--- src/rtl/fib_seq_ctrl.sv ---
// fib_seq_ctrl: Fibonacci sequencer for the register-file / mux / ALU / bus
// datapath. Fills r1..r(lr) with successive Fibonacci terms, lr captured
// (and clamped) on start. r0 is assumed to hold 0 and is never written.
//
// Optional feature: define FIB_OVF_EN to add the alu_carry input and the
// ovf_err output; a carry during EXEC then ends the run early.
//
// state  | meaning
// IDLE   | waiting for start
// SEED_L | left operand <- r0
// SEED_I | right operand <- immediate 1
// SEED_W | write r0 + 1 into r1
// LOAD_L | left operand <- r(k-1)
// LOAD_R | right operand <- r(k-2)
// EXEC   | write r(k-1) + r(k-2) into rk
// DONE   | one-cycle completion pulse
module fib_seq_ctrl #(
    parameter int              DATA_W   = 16,
    parameter int              NUM_REGS = 16,
    parameter int              SEL_W    = 5,
    parameter int              OP_W     = 8,
    parameter logic [OP_W-1:0] OP_ADD   = 8'b00000101,
    parameter int              IDX_W    = 4
) (
    input  logic                clk,
    input  logic                reset,
    input  logic                start,
    input  logic                step_en,
    input  logic [IDX_W-1:0]    last_reg,
    output logic [DATA_W-1:0]   immediate,
    output logic                imm_control,
    output logic [NUM_REGS-1:0] enable,
    output logic [SEL_W-1:0]    control1,
    output logic [SEL_W-1:0]    control2,
    output logic [OP_W-1:0]     opcode,
    output logic                buff_en,
    output logic                busy,
    output logic                done,
    output logic [IDX_W-1:0]    term_idx
`ifdef FIB_OVF_EN
    ,
    input  logic                alu_carry,
    output logic                ovf_err
`endif
);

    typedef enum logic [2:0] {
        IDLE   = 3'd0,
        SEED_L = 3'd1,
        SEED_I = 3'd2,
        SEED_W = 3'd3,
        LOAD_L = 3'd4,
        LOAD_R = 3'd5,
        EXEC   = 3'd6,
        DONE   = 3'd7
    } state_t;

    localparam logic [IDX_W-1:0] LR_MAX = IDX_W'(NUM_REGS - 1);
    localparam logic [IDX_W-1:0] IDX_1  = IDX_W'(1);
    localparam logic [IDX_W-1:0] IDX_2  = IDX_W'(2);

    state_t           state_q, state_d;
    logic [IDX_W-1:0] k_q, k_d;
    logic [IDX_W-1:0] lr_q, lr_d;
    logic [IDX_W-1:0] lr_clamped;
    logic             stop_exec;

`ifdef FIB_OVF_EN
    logic ovf_q, ovf_d;
    assign stop_exec = alu_carry;
    assign ovf_err   = ovf_q;
`else
    assign stop_exec = 1'b0;
`endif

    // State, term index and captured length registers; async reset to IDLE
    always_ff @(posedge clk or posedge reset) begin
        if (reset) begin
            state_q <= IDLE;
            k_q     <= '0;
            lr_q    <= IDX_1;
`ifdef FIB_OVF_EN
            ovf_q   <= 1'b0;
`endif
        end else begin
            state_q <= state_d;
            k_q     <= k_d;
            lr_q    <= lr_d;
`ifdef FIB_OVF_EN
            ovf_q   <= ovf_d;
`endif
        end
    end

    // Next-state logic; nothing moves while step_en is low
    always_comb begin
        state_d = state_q;
        k_d     = k_q;
        lr_d    = lr_q;
`ifdef FIB_OVF_EN
        ovf_d   = ovf_q;
`endif
        // Length 0 would leave nothing to write, so the shortest run is r1 only
        if (last_reg == '0) begin
            lr_clamped = IDX_1;
        end else if (32'(last_reg) >= NUM_REGS) begin
            lr_clamped = LR_MAX;
        end else begin
            lr_clamped = last_reg;
        end

        if (step_en) begin
            case (state_q)
                IDLE: begin
                    if (start) begin
                        state_d = SEED_L;
                        lr_d    = lr_clamped;
                        k_d     = '0;
`ifdef FIB_OVF_EN
                        ovf_d   = 1'b0;
`endif
                    end
                end
                SEED_L: state_d = SEED_I;
                SEED_I: state_d = SEED_W;
                SEED_W: begin
                    if (lr_q == IDX_1) begin
                        state_d = DONE;
                    end else begin
                        state_d = LOAD_L;
                        k_d     = IDX_2;
                    end
                end
                LOAD_L: state_d = LOAD_R;
                LOAD_R: state_d = EXEC;
                EXEC: begin
                    // The write for rk happens on this edge regardless of carry
                    if (stop_exec) begin
                        state_d = DONE;
`ifdef FIB_OVF_EN
                        ovf_d   = 1'b1;
`endif
                    end else if (k_q == lr_q) begin
                        state_d = DONE;
                    end else begin
                        state_d = LOAD_L;
                        k_d     = k_q + IDX_1;
                    end
                end
                DONE: begin
                    state_d = IDLE;
                    k_d     = '0;
                end
                default: state_d = IDLE;
            endcase
        end
    end

    // Moore output decode from the registered state and term index
    always_comb begin
        immediate   = '0;
        imm_control = 1'b0;
        enable      = '0;
        control1    = '0;
        control2    = '0;
        opcode      = '0;
        buff_en     = 1'b0;
        busy        = (state_q != IDLE);
        done        = 1'b0;
        term_idx    = '0;
        case (state_q)
            SEED_L: control1 = SEL_W'(1);
            SEED_I: begin
                immediate   = DATA_W'(1);
                imm_control = 1'b1;
            end
            SEED_W: begin
                immediate   = DATA_W'(1);
                imm_control = 1'b1;
                opcode      = OP_ADD;
                buff_en     = 1'b1;
                enable      = NUM_REGS'(1) << 1;
                term_idx    = IDX_1;
            end
            LOAD_L: begin
                control1 = SEL_W'(k_q);
                term_idx = k_q;
            end
            LOAD_R: begin
                control2 = SEL_W'(k_q - IDX_1);
                term_idx = k_q;
            end
            EXEC: begin
                opcode   = OP_ADD;
                buff_en  = 1'b1;
                enable   = NUM_REGS'(1) << k_q;
                term_idx = k_q;
            end
            DONE: done = 1'b1;
            default: ;
        endcase
    end

endmodule

--- config.mk ---
export PLATFORM = sky130hd
export DESIGN_NAME = fib_seq_ctrl
export DESIGN_NICKNAME = d
export VERILOG_FILES = /design/src/rtl/fib_seq_ctrl.sv
export SDC_FILE = /design/constraint.sdc
export NUM_CORES = 1
export LEC_CHECK = 0
export BUFFER_PORTS_ARGS = -buffer_cell sky130_fd_sc_hd__buf_2
export CORE_MARGIN = 4
export CORE_UTILIZATION = 45
export DETAILED_ROUTE_END_ITERATION = 7
export PLACE_DENSITY = 0.8
export RECOVER_POWER = 50
export SLEW_MARGIN = 5
export SYNTH_ARGS = -nofsm -noshare
export SYNTH_HDL_FRONTEND = slang
export SYNTH_SLANG_ARGS = --single-unit
--- constraint.sdc ---
create_clock -name clk -period 4.78 [get_ports clk]
set_input_delay 0.478 -clock clk [delete_from_list [all_inputs] [get_ports clk]]
set_output_delay 0.478 -clock clk [all_outputs]
set_load 0.01 [all_outputs]
==> impl_metrics.ini <==
[floorplan]
ios = 66
fp.dieW_um = 60.9
core_area_um2 = 2570
die_h_um = 60.9
initial_utilization = 0.491
num_rows = 18
die_area_um2 = 3710

[sta]
relSlewSlack = 0.657
timing_hold_violations_final = 0
fin_setup_tns_ns = 0
fin_skew_ns = 0.00444
rsz0062_at_grt = false
fmax_ghz = 0.405
whs_ns = 0.191
tightest_slew_ns = 0.515
finalSetupViolations = 0
period_share = 0.516
final_max_slew_viol_count = 0
fin_crit_ns = 2.47

[clocking]
tritoncts = done
post_cts_buffers = 0
h-tree-depth = 1
cts_buffers = 3
hold_buffers = 0
path_clk_slew_ns = 0.07
cts_buffer_depth = 2
cts_resized = 0
cts.sinks = 11
clk_latency_ns = 0.27
clockRootBuffer = clkbuf_4

[power]
ir_drop_mv = 0.357
p_leak_uw = 0.000744
powerDensity_nw_per_um2 = 572

[min_path]
hold_path.class = in -> async

[logic_synthesis]
syn_inst = 157
synth.area.mux_share = 0.0357
synth-seq-cells = 11
yosys.area_share.simple = 0.290
synth_seq_area_share = 0.219
synth_fa_ha_area_frac = 0.0794
synth_top_family_by_area = simple AND/OR/NAND/NOR gates
synth.avg_cell_area_um2 = 8.03
yosys.area_share.xor_xnor = 0.0417
synth-compound-area-share = 0.120
ys.flop_type = dfrtp_1
synth_edf_count = 0
synth_warnings = 0
async_flop_share = 1.00
synthesis.area_um2 = 1260
synth_cell_type_count = 43

[global_route]
grt_pass1_wl_um = 4340
grt_pass1_vias = 965
met1_usage = 0.207
grt.met2_usage = 0.250
grt_overflow = 0
grt_start_max_net_pins = 20
antenna_found_initial = 0
use_met3 = 0.0340
busiest_layer = met2
grt_use_total = 0.150

[place]
io_buffers = 43
dp_cells = 215
place_congestion = 0.859
post_dp_cell_area_um2 = 1350
dp_hpwl_um = 2070

[cells_and_area]
design_area_um2 = 1360
layout.nets = 206
drive_above_1_share = 0.270
areaGrowthSynthToFinish_pct = 7.94
insertedDiodeCount = 0
fin_cells = 219

[worst_setup_path]
startpoint_type = flip-flop
worstRegToRegCells = 4
cp_max_fo = 19
required_ns = 4.30
path_class = reg -> out
reg2reg_slack_ns = 2.90
arrival_ns = 1.99
end_kind = output port
r2r_end = k_q[2]
rr_startpoint = state_q[2]

[routing]
drtPass1Iterations = 4
avgRoutedWirePerCell_um = 12.3
drc = 0
vias = 1086
vias_per_cell = 4.96
drt-initial-drc-count = 54
routed_wl_um = 2690
ant_nets = 0

[job]
drv_cap = 0

[status]
status = completed
## per-stage QoR
step,utilization,setup slack [ns],power [uW]
CTS,0.536,2.34,793
detailed placement,0.525,2.64,726
finish,0.530,2.31,778
floorplan,-,3.00,641
global route,0.530,2.14,867
global placement,0.525,2.69,717
## how the worst max path moves through the flow
stage,startpoint,endpoint,slack (ns),depth (start not counted)
after CTS,state_q[2],enable[1],2.34,4
after detailed placement,state_q[2],enable[1],2.64,4
final,state_q[2],enable[1],2.31,4
after global routing,state_q[2],enable[1],2.14,4
after floorplan,state_q[1],enable[10],3.00,6
after global placement,state_q[2],enable[1],2.69,4
## routing by layer
metal  wire (um)  part of all wire
met1        1170              0.44
met2        1230              0.46
met3         285              0.11
met4           0                 0
met5           0                 0
## power breakdown
| group | internal (uW) | total, uW | switching, uW |
|---|---|---|---|
| logic | 202 | 463 | 261 |
| clock network | 30.9 | 62.6 | 31.7 |
| registers | 140 | 253 | 113 |
## cell usage in the layout (no fill, tap or decap), types with 4 or more instances in the layout
cell type / count
nand2_1: 12
conb_1: 22
nor2_1: 14
dfrtp_1: 10
mux2_2: 4
xor2_1: 4
buf_2: 36
inv_1: 6
and3_1: 13
clkbuf_1: 7
a21oi_1: 6
ha_1: 8
## flip-flops by register name, summed over array words and instances (netlist names)
name / flops
lr_q: 4
state_q: 3
k_q: 4
## synthesized netlist by cell type, types with 2 or more instances
cell type	number	area share
buf_4	25	0.15
nor2_1	14	0.042
and3_1	13	0.064
nand2_1	12	0.036
dfrtp_1	10	0.20
ha_1	8	0.079
a21oi_1	6	0.024
inv_1	6	0.018
buf_2	5	0.020
clkbuf_1	4	0.012
mux2_2	4	0.036
xor2_1	4	0.028
and2_1	3	0.015
nand2b_1	3	0.015
nand3_1	3	0.012
nor2b_1	3	0.015
nor3_1	3	0.012
nand3b_1	2	0.012
o21ai_0	2	0.0079
o22ai_1	2	0.0099
or3_1	2	0.0099
xnor2_1	2	0.014
## critical path: stages, from the launching register on
cell and delay [ns]:
dfrtp_1 0.64, and3b_1 0.57, nand2_1 0.19, o21ai_0 0.17
buf_2 0.15
## area by class of cell
| class | count | area [um2] |
|---|---|---|
| well taps | 30 | 37.5 |
| clock buffers | 3 | 22.5 |
| multi-input cells | 125 | 791 |
| inverters | 6 | 22.5 |
| repair buffers | 43 | 206 |
| flip-flops and latches | 11 | 277 |
| clock inverters | 1 | 5.00 |
| fillers | 271 | 1210 |
## cell families after synthesis
family	Yosys count
AO/OA/AOI/OAI	20
XOR/XNOR	6
adder cells (fa/ha/maj)	8
buffers and inverters	42
flip-flops	11
multiplexers	4
other	1
AND/OR/NAND/NOR	65
Note: power is estimated with default switching activity, not from simulation.
